$ cat config.mk
export PLATFORM = sky130hd
export DESIGN_NAME = muldiv_ctrl
export DESIGN_NICKNAME = d
export VERILOG_FILES = /design/src/rtl/muldiv_pkg.sv /design/src/rtl/muldiv_step.sv /design/src/rtl/muldiv_ctrl.sv
export SDC_FILE = /design/constraint.sdc
export NUM_CORES = 1
export LEC_CHECK = 0
export BUFFER_PORTS_ARGS = -buffer_cell sky130_fd_sc_hd__clkbuf_2
export CAP_MARGIN = 20
export CORE_MARGIN = 10
export CORE_UTILIZATION = 35
export CTS_CLUSTER_DIAMETER = 80
export DETAILED_ROUTE_END_ITERATION = 6
export PLACE_DENSITY_LB_ADDON = 0.2
export SLEW_MARGIN = 20
export SYNTH_ARGS = -nofsm -noshare
export SYNTH_HDL_FRONTEND = slang
export SYNTH_SLANG_ARGS = --single-unit
$ cat constraint.sdc
create_clock -name clk -period 2.8 [get_ports clk]
set_input_delay 0.14 -clock clk [delete_from_list [all_inputs] [get_ports clk]]
set_output_delay 0.14 -clock clk [all_outputs]
set_load 0.01 [all_outputs]
$ cat src/rtl/muldiv_pkg.sv
// Shared op-codes, FSM state type and default datapath width for the
// multiply/divide controller.
package muldiv_pkg;

  localparam int unsigned DEFAULT_WIDTH = 32;

  localparam logic [1:0] OP_MULU = 2'b00;
  localparam logic [1:0] OP_DIVU = 2'b01;
  localparam logic [1:0] OP_MUL  = 2'b10;
  localparam logic [1:0] OP_DIV  = 2'b11;

  typedef enum logic [1:0] {
    ST_IDLE = 2'd0,
    ST_CALC = 2'd1,
    ST_FIX  = 2'd2,
    ST_DONE = 2'd3
  } state_t;

endpackage

$ cat src/rtl/muldiv_step.sv
// One iteration of the iterative datapath: right-shifting shift-add for
// multiply, restoring subtract-shift for divide.
module muldiv_step
  import muldiv_pkg::*;
#(
  parameter int unsigned WIDTH = DEFAULT_WIDTH
) (
  input  logic             is_div,
  input  logic [WIDTH-1:0] hi,
  input  logic [WIDTH-1:0] lo,
  input  logic [WIDTH-1:0] b,
  output logic [WIDTH-1:0] nxt_hi,
  output logic [WIDTH-1:0] nxt_lo
);

  logic [WIDTH:0]   sum;
  logic [WIDTH:0]   shifted;
  logic [WIDTH-1:0] diff;

  always_comb begin
    sum     = {1'b0, hi} + {1'b0, b};
    shifted = {hi, lo[WIDTH-1]};
    // remainder stays below b, so a successful subtract always fits WIDTH bits
    diff    = shifted[WIDTH-1:0] - b;
    nxt_hi  = '0;
    nxt_lo  = '0;
    if (is_div) begin
      if (shifted >= {1'b0, b}) begin
        nxt_hi = diff;
        nxt_lo = {lo[WIDTH-2:0], 1'b1};
      end else begin
        nxt_hi = shifted[WIDTH-1:0];
        nxt_lo = {lo[WIDTH-2:0], 1'b0};
      end
    end else begin
      if (lo[0]) begin
        nxt_hi = sum[WIDTH:1];
        nxt_lo = {sum[0], lo[WIDTH-1:1]};
      end else begin
        nxt_hi = {1'b0, hi[WIDTH-1:1]};
        nxt_lo = {hi[0], lo[WIDTH-1:1]};
      end
    end
  end

endmodule

$ cat src/rtl/muldiv_ctrl.sv
// Iterative multiply/divide controller: FSM, step counter, handshake and sign fix.
// Define MULDIV_SIGNED_EN to make ops 10/11 signed two's-complement.
module muldiv_ctrl
  import muldiv_pkg::*;
#(
  parameter int unsigned WIDTH = DEFAULT_WIDTH
) (
  input  logic             clk,
  input  logic             reset,
  input  logic             req_valid,
  output logic             req_ready,
  input  logic [1:0]       req_op,
  input  logic [WIDTH-1:0] req_a,
  input  logic [WIDTH-1:0] req_b,
  output logic             rsp_valid,
  input  logic             rsp_ready,
  output logic [WIDTH-1:0] rsp_hi,
  output logic [WIDTH-1:0] rsp_lo,
  output logic             rsp_dbz,
  output logic             busy
);

  localparam int unsigned CW = $clog2(WIDTH + 1);

  state_t           state;
  logic [CW-1:0]    cnt;
  logic [WIDTH-1:0] hi_q, lo_q, b_q;
  logic             div_q, sgn_q, sa_q, sb_q, dbz_q;

  logic             op_signed, op_div;
  logic [WIDTH-1:0] a_mag, b_mag;
  logic [WIDTH-1:0] step_hi, step_lo;
  logic [2*WIDTH-1:0] prod_neg;

`ifdef MULDIV_SIGNED_EN
  assign op_signed = req_op[1];
`else
  logic unused_op_hi;
  assign op_signed    = 1'b0;
  assign unused_op_hi = req_op[1];
`endif

  always_comb begin
    op_div   = (req_op == OP_DIVU) || (req_op == OP_DIV);
    a_mag    = (op_signed && req_a[WIDTH-1]) ? -req_a : req_a;
    b_mag    = (op_signed && req_b[WIDTH-1]) ? -req_b : req_b;
    prod_neg = -{hi_q, lo_q};
  end

  muldiv_step #(.WIDTH(WIDTH)) u_step (
    .is_div (div_q),
    .hi     (hi_q),
    .lo     (lo_q),
    .b      (b_q),
    .nxt_hi (step_hi),
    .nxt_lo (step_lo)
  );

  // CALC spends WIDTH cycles stepping and one more observing cnt==0,
  // which yields WIDTH+1 unsigned latency; divide-by-zero leaves after one cycle.
  always_ff @(posedge clk) begin
    if (reset) begin
      state <= ST_IDLE;
      cnt   <= '0;
      hi_q  <= '0;
      lo_q  <= '0;
      b_q   <= '0;
      div_q <= 1'b0;
      sgn_q <= 1'b0;
      sa_q  <= 1'b0;
      sb_q  <= 1'b0;
      dbz_q <= 1'b0;
    end else begin
      case (state)
        ST_IDLE: begin
          if (req_valid) begin
            state <= ST_CALC;
            cnt   <= CW'(WIDTH);
            div_q <= op_div;
            sgn_q <= op_signed;
            sa_q  <= op_signed & req_a[WIDTH-1];
            sb_q  <= op_signed & req_b[WIDTH-1];
            b_q   <= b_mag;
            if (op_div && (req_b == '0)) begin
              dbz_q <= 1'b1;
              hi_q  <= req_a;
              lo_q  <= '1;
            end else begin
              dbz_q <= 1'b0;
              hi_q  <= '0;
              lo_q  <= a_mag;
            end
          end
        end
        ST_CALC: begin
          if (dbz_q) begin
            state <= ST_DONE;
          end else if (cnt == '0) begin
            state <= sgn_q ? ST_FIX : ST_DONE;
          end else begin
            hi_q <= step_hi;
            lo_q <= step_lo;
            cnt  <= cnt - CW'(1);
          end
        end
        ST_FIX: begin
          state <= ST_DONE;
          if (!div_q) begin
            if (sa_q ^ sb_q) {hi_q, lo_q} <= prod_neg;
          end else begin
            if (sa_q ^ sb_q) lo_q <= -lo_q;
            if (sa_q) hi_q <= -hi_q;
          end
        end
        ST_DONE: begin
          if (rsp_ready) state <= ST_IDLE;
        end
        default: state <= ST_IDLE;
      endcase
    end
  end

  assign req_ready = (state == ST_IDLE);
  assign busy      = (state != ST_IDLE);
  assign rsp_valid = (state == ST_DONE);
  assign rsp_hi    = hi_q;
  assign rsp_lo    = lo_q;
  assign rsp_dbz   = dbz_q;

endmodule
# Yosys cells after proc, flatten, opt, wreduce, memory -nomap -nowiden

Index checks and enable logic that the tools add are counted.

Logic and storage cells: 63
Input bits: 70
Output and inout bits: 68
Bits in registers: 106

Bitwise logic cells: 1
Multiplexer cells: 26
$lt $le $gt $ge: 1
Eq/ne operators: 12
Reduce and logical (&&, ||, !) cells: 13
Add/subtract/negate cells: 3

Operators by type and width:

| operator                                                              | number |
|---|---|
| 32-bit two-way mux                                                    | 13 |
| 32-bit one-hot mux with 2 select lines                                | 2 |
| 32-bit by 32-bit adder with 33-bit output                             | 1 |
| 33-bit by 32-bit >= comparator with 1-bit output                      | 1 |
| 32-bit logical NOT                                                    | 1 |
| 32-bit subtractor                                                     | 1 |
| 6-bit two-way mux                                                     | 3 |
| 6-bit one-hot mux with 2 select lines                                 | 1 |
| 2-bit != test, second input constant                                  | 5 |
| 2-bit two-way mux                                                     | 4 |
| 2-bit one-hot mux with 4 select lines                                 | 1 |
| 2-bit equality test, second input constant                            | 3 |
| 6-bit logical NOT                                                     | 1 |
| 6-bit AND reduction                                                   | 1 |
| 6-bit by 1-bit subtractor with 6-bit output, second input constant    | 1 |
| 5-bit AND reduction                                                   | 1 |
| 2-bit by 1-bit equality test with 1-bit output, second input constant | 2 |
| 4-bit AND reduction                                                   | 1 |
| 2-bit nonzero test                                                    | 2 |
| 3-bit != test, second input constant                                  | 1 |
| 3-bit AND reduction                                                   | 1 |
| 3-bit nonzero test                                                    | 1 |
| 2-bit logical NOT                                                     | 1 |
| 1-bit two-way mux                                                     | 2 |
| other kinds (5)                                                       | 5 |

# Longest topological paths before layout

Depth in word-level cells: 6
Mapped depth: 13
Mapped depth without buffers: 13

# Modules after synthesis

Synthesis repeated with hierarchy kept, for this count alone.

Cell total of the unflattened synthesis: 1318
Area total of the unflattened synthesis: 10105.9 µm²

Modules (own cells, without submodules):

| module      | seq. area each (µm²) | cells each | area an instance (µm²) | times used |
|---|---|---|---|---|
| muldiv_step | 0.0                  | 784        | 5225.0                 | 1 |
| muldiv_ctrl | 2122.0               | 534        | 4880.9                 | 1 |

# Worst setup path before layout

No wires, ideal clock.

Path kind: register -> register
From: reg hi_q[0] (netlist: rsp_hi[0])
To: reg hi_q[17] (netlist: rsp_hi[17])
Cell stages (with the launch flop): 12
Slack: -28 ps
Setup time: 92 ps
Arrival time: 2735 ps
Data required time: 2708 ps
Period minus slack after synthesis: 2828 ps
Buffers on the path: 0
Cells stage by stage: dfxtp_1 ha_1 fa_1 a211oi_1 o211ai_1 a21oi_1 o21ai_0 a41o_1 a21oi_1 xnor2_1 a211oi_1 o32ai_1

Cells in the longest elaborated chain, start to end: 6
Elaborated cells between the ends (all ways): 9
Those cells by class: add/sub: 2; order compare: 1; mux: 6

Ends and longest elaborated chain:

| item                                                              | RTL line                             | RTL |
|---|---|---|
| start: declaration                                                | muldiv_ctrl.sv:27                    | `logic [WIDTH-1:0] hi_q, lo_q, b_q;` |
| start signal: assignment                                          | muldiv_ctrl.sv:86                    | `hi_q <= req_a;` |
| start signal: assignment                                          | muldiv_ctrl.sv:101                   | `hi_q <= step_hi;` |
| start signal: assignment                                          | muldiv_ctrl.sv:109                   | `if (sa_q ^ sb_q) {hi_q, lo_q} <= prod_neg;` |
| 32-bit by 32-bit adder with 33-bit output (tied with other cells) | muldiv_step.sv:21                    | `sum = {1'b0, hi} + {1'b0, b};` |
| 32-bit two-way mux (on tied branches)                             | muldiv_step.sv:36, muldiv_step.sv:28 |  |
| 32-bit two-way mux (*)                                            | muldiv_step.sv:27                    | `if (is_div) begin` |
| 32-bit two-way mux (*)                                            | muldiv_ctrl.sv:98                    | `end else if (cnt == '0) begin` |
| 32-bit two-way mux (*)                                            | muldiv_ctrl.sv:96                    | `if (dbz_q) begin` |
| 32-bit one-hot mux with 2 select lines (*)                        | muldiv_ctrl.sv:74                    | `case (state)` |

Every way passes the cells marked *; elsewhere a longest branch is shown, timed or not. The select of a mux whose other input is x is not followed.
A chain may end at the register's enable or synchronous reset.

# Worst setup path in the final report

From: reg b_q[0]
To: reg hi_q[25] (netlist: rsp_hi[25])

Cells in the longest elaborated chain, start to end: 6
Elaborated cells between the ends (all ways): 9
Those cells by class: add/sub: 2; order compare: 1; mux: 6

Ends and longest elaborated chain:

| item                                                              | RTL line                             | RTL |
|---|---|---|
| start: declaration                                                | muldiv_ctrl.sv:27                    |  |
| start signal: assignment                                          | muldiv_ctrl.sv:83                    | `b_q <= b_mag;` |
| 32-bit by 32-bit adder with 33-bit output (tied with other cells) | muldiv_step.sv:21                    |  |
| 32-bit two-way mux (on tied branches)                             | muldiv_step.sv:36, muldiv_step.sv:28 |  |
| 32-bit two-way mux (*)                                            | muldiv_step.sv:27                    |  |
| 32-bit two-way mux (*)                                            | muldiv_ctrl.sv:98                    |  |
| 32-bit two-way mux (*)                                            | muldiv_ctrl.sv:96                    |  |
| 32-bit one-hot mux with 2 select lines (*)                        | muldiv_ctrl.sv:74                    |  |

Marked as above.

==> flow_summary.rst <==
.. list-table::
   :header-rows: 1

   * - Metric
     - Value
   * - Leakage power total
     - 6.08 nW
   * - Die span in x
     - 184 microns
   * - Tot GR Track Use
     - 23.7%
   * - Primary FF master, synth
     - sky130_fd_sc_hd__dfxtp_1
   * - Via count of the first global-routing pass
     - 11.0k
   * - Number of design-rule violations left by the first detailed-router iteration
     - 1032
   * - Final non-filler cell area
     - 13700 sq um
   * - Worst reg-to-reg setup slack
     - -0.20 ns
   * - Setup repair after global routing missed its margin
     - true
   * - Min Clock Period, post-route
     - 3.00 ns
   * - Sink Count
     - 106
   * - Transition time at the pin with the least slew margin
     - 1.16 ns
   * - IR Drop Worst-Case VDD
     - 0.464 mV
   * - Number of max-cap violations
     - 0
   * - Pins Over Slew Limit
     - 0
   * - Failing checks
     - DRC, setup timing
   * - Antenna diode count
     - 0
   * - Effective utilization at floorplan
     - 35.8%
   * - DRC violations left
     - 12
   * - Worst-case hold path end point
     - b_q[9]
   * - Die Span Y
     - 184 microns
   * - Worst Hold Margin
     - 0.00108 ns
   * - Later-pin clock latency in the skew report
     - 0.37 ns
   * - CTS tree
     - yes
   * - Synth Warn #
     - 0
   * - Startpoint type of the worst setup path
     - flip-flop
   * - Global-route wire length before repair
     - 63200 microns
   * - Largest fanout of any net on the critical path
     - 4
   * - Via Count
     - 11.3k
   * - H-Tree Depth
     - 3
   * - Design Power
     - 16.0 mW
   * - Post-DR wirelength/cell
     - 20.9 microns
   * - Mapped Area
     - 9380 sq um
   * - Period Utilization, post-route
     - 107%
   * - Tightest Hold Check Type
     - input pin to flip-flop
   * - Power density over the cells
     - 1170 nW/um^2
   * - CTS buffer count
     - 9
   * - Clock Tree Buf Depth
     - 2
   * - Total length of routed wires
     - 42000 microns
   * - Area of the core
     - 26200 sq um
   * - Final weighted congestion in routability-driven placement
     - 0.997
   * - Post-synthesis sequential element count
     - 106
   * - Net count reported at finish
     - 1807
   * - Data required time at the worst endpoint
     - 3.08 ns
   * - Dominant cell type by area after synthesis
     - sky130_fd_sc_hd__dfxtp_1
   * - Highest-delay cell along the critical path
     - sky130_fd_sc_hd__fa_2
   * - Die ar.
     - 33700 sq um
   * - Setup-failing EPs final
     - 13
   * - Largest cells by area after synthesis
     - sky130_fd_sc_hd__dfxtp_1, sky130_fd_sc_hd__ha_1, sky130_fd_sc_hd__a21oi_1
   * - Antenna violations before repair
     - 0
   * - Remaining antenna violation count
     - 0
   * - Launch point of the worst reg-to-reg path
     - b_q[0]
   * - Cell Chain, Critical Path
     - ha_4, fa_2, a211oi_4, o211ai_1, a21oi_2, a211oi_2, o21ai_1, mux2i_1, nand2_1, a32o_2, a2111oi_4
   * - Placed wire-length estimate after detailed placement
     - 31600 microns
   * - Worst path arrival time
     - 3.28 ns
   * - Dominant cell by count in the synthesized netlist
     - sky130_fd_sc_hd__a21oi_1
   * - Maximum clock frequency
     - 0.333 GHz
   * - Most instantiated cells after synthesis
     - sky130_fd_sc_hd__a21oi_1, sky130_fd_sc_hd__nand2_1, sky130_fd_sc_hd__nor2_1
   * - Library cells used by synthesis
     - 78
   * - Pin count of the biggest net entering global routing
     - 71
   * - Instance area at placement
     - 12100 sq um
   * - Length of the first detailed-routing pass in iterations
     - 7
   * - Proportion of layout cells with a drive suffix above 1
     - 35.1%
   * - Run status
     - finished with violations
   * - GR Overflow Total
     - 0
   * - Ports
     - 138
   * - Depth of the most critical reg-to-reg path
     - 11
   * - CTS Root Buffer Type
     - sky130_fd_sc_hd__clkbuf_16
   * - Synthesized instance count
     - 1305
   * - Worst-path clk slew
     - 0.08 ns
   * - Nature of the critical path endpoint
     - flip-flop
   * - Min-delay src
     - req_b[9]
   * - Syn_nets
     - 1448
   * - Number of flops mapped to enable cells by yosys
     - 0
   * - Critical path start-end classification
     - flip-flop to flip-flop
   * - Max-slew headroom at the worst pin
     - 22.3%
   * - Hold Fails Final Rpt
     - 0
   * - Sequential share of the synthesized area
     - 22.6%
   * - Capture point of the worst reg-to-reg path
     - rsp_hi[25]
   * - Delay of the slowest critical-path stage
     - 0.37 ns
   * - Crit path setup slack, layout
     - -0.204 ns
   * - Post-Synthesis Mean Instance Area
     - 7.19 sq um
   * - DR vias/cell
     - 5.66
   * - Number of I/O port buffers
     - 136
   * - Async S/R FF share, synth
     - 0%
   * - Area Overhead vs Synth
     - 46.4%
   * - Hold Crit Depth
     - 3
   * - Clock Skew
     - 0.0127 ns
   * - Top cell type's share of synthesized area
     - 22.6%
   * - Placement row count
     - 59
==> worst max path at each step <==
stage,depth (start not counted),slack [ns],startpoint,to
final,11,-0.20,b_q[0],rsp_hi[25]
after global routing,12,-0.25,b_q[0],rsp_hi[17]
after CTS,11,-0.21,b_q[0],rsp_hi[25]
after detailed placement,13,-0.53,b_q[0],rsp_hi[24]
after global placement,13,-0.48,b_q[0],rsp_hi[24]
after floorplan,13,0.02,rsp_lo[31],rsp_hi[30]
==> per-stage QoR <==
step	TNS [ns]	setup slack, ns	instances	utilization [%]
finish	-0.945	-0.204	2004	52.4
global route	-2.61	-0.252	2004	52.4
CTS	-0.844	-0.212	1988	50.0
detailed placement	-5.09	-0.526	1948	46.3
global placement	-4.30	-0.484	1948	46.3
floorplan	0	0.0191	1305	-
==> placed cells by master (no fill, tap or decap), types with 26 or more instances in the layout <==
cell                       synthesis  routed
sky130_fd_sc_hd__a21o_1           27      27
sky130_fd_sc_hd__a21oi_1         173     152
sky130_fd_sc_hd__buf_4             1     262
sky130_fd_sc_hd__clkbuf_2          0     135
sky130_fd_sc_hd__dfxtp_1         106      89
sky130_fd_sc_hd__ha_1             71      51
sky130_fd_sc_hd__inv_1            54      54
sky130_fd_sc_hd__mux2i_1          39      39
sky130_fd_sc_hd__nand2_1         140     135
sky130_fd_sc_hd__nor2_1          126     124
sky130_fd_sc_hd__nor3_1           82      78
sky130_fd_sc_hd__o21ai_0          53      41
sky130_fd_sc_hd__xnor2_1          31      26
==> where the power goes <==
part           switching, mW  internal, mW
registers              0.463          1.95
clock network          0.728         0.630
logic                   6.80          5.48
==> worst max-delay path, delay by kind of cell, from the launching register on <==
family          cells  cell delay [ns]
compound gates      7             1.65
fa+ha+maj           2             0.53
flops               1             0.35
mux                 1             0.26
simple gates        1             0.12
==> flip-flops by register name, summed over array words and instances (netlist names) <==
register  cells
b_q          32
rsp_lo       32
rsp_dbz       1
cnt           6
div_q         1
rsp_hi       32
state         2
==> cell families after synthesis <==
group / count (synthesis) / share of synthesized area [%]
and+or+nand+nor: 470 / 23.3
DFF: 106 / 22.6
buffers and inverters: 136 / 5.60
AOI/OAI and AO/OA: 422 / 28.7
adders and majority gates: 73 / 9.90
muxes: 48 / 5.24
xor gates and xnor gates: 50 / 4.67
==> metal layers <==
layer / share of wire, % / global-route usage [%] / wire (microns)
met1: 47 / 33.6 / 19600
met3: 7.8 / 4.01 / 3270
met5: 0 / 0 / 0
met4: 2.3 / 5.77 / 958
met2: 43 / 36.2 / 18200
==> what timing repair did <==
| item | CTS | global route |
|---|---|---|
| hold endpoints to repair | 11 | 0 |
| pin swaps | 47 | 66 |
| hold buffers | 11 | 0 |
| cloned | 0 | 1 |
| setup buffers | 13 | 16 |
| setup endpoints to repair | 32 | 32 |
| gates resized for setup | 92 | 104 |
==> cell type report <==
type	count	area, sq um
fillers	2546	12500
multi-input cells	1063	7650
repair buffers	429	3010
flip-flops and latches	106	2150
well taps	335	419
clock buffers	10	229
inverters	55	206
clock inverters	6	62.6
No activity file was read; power rests on OpenSTA's default activity.
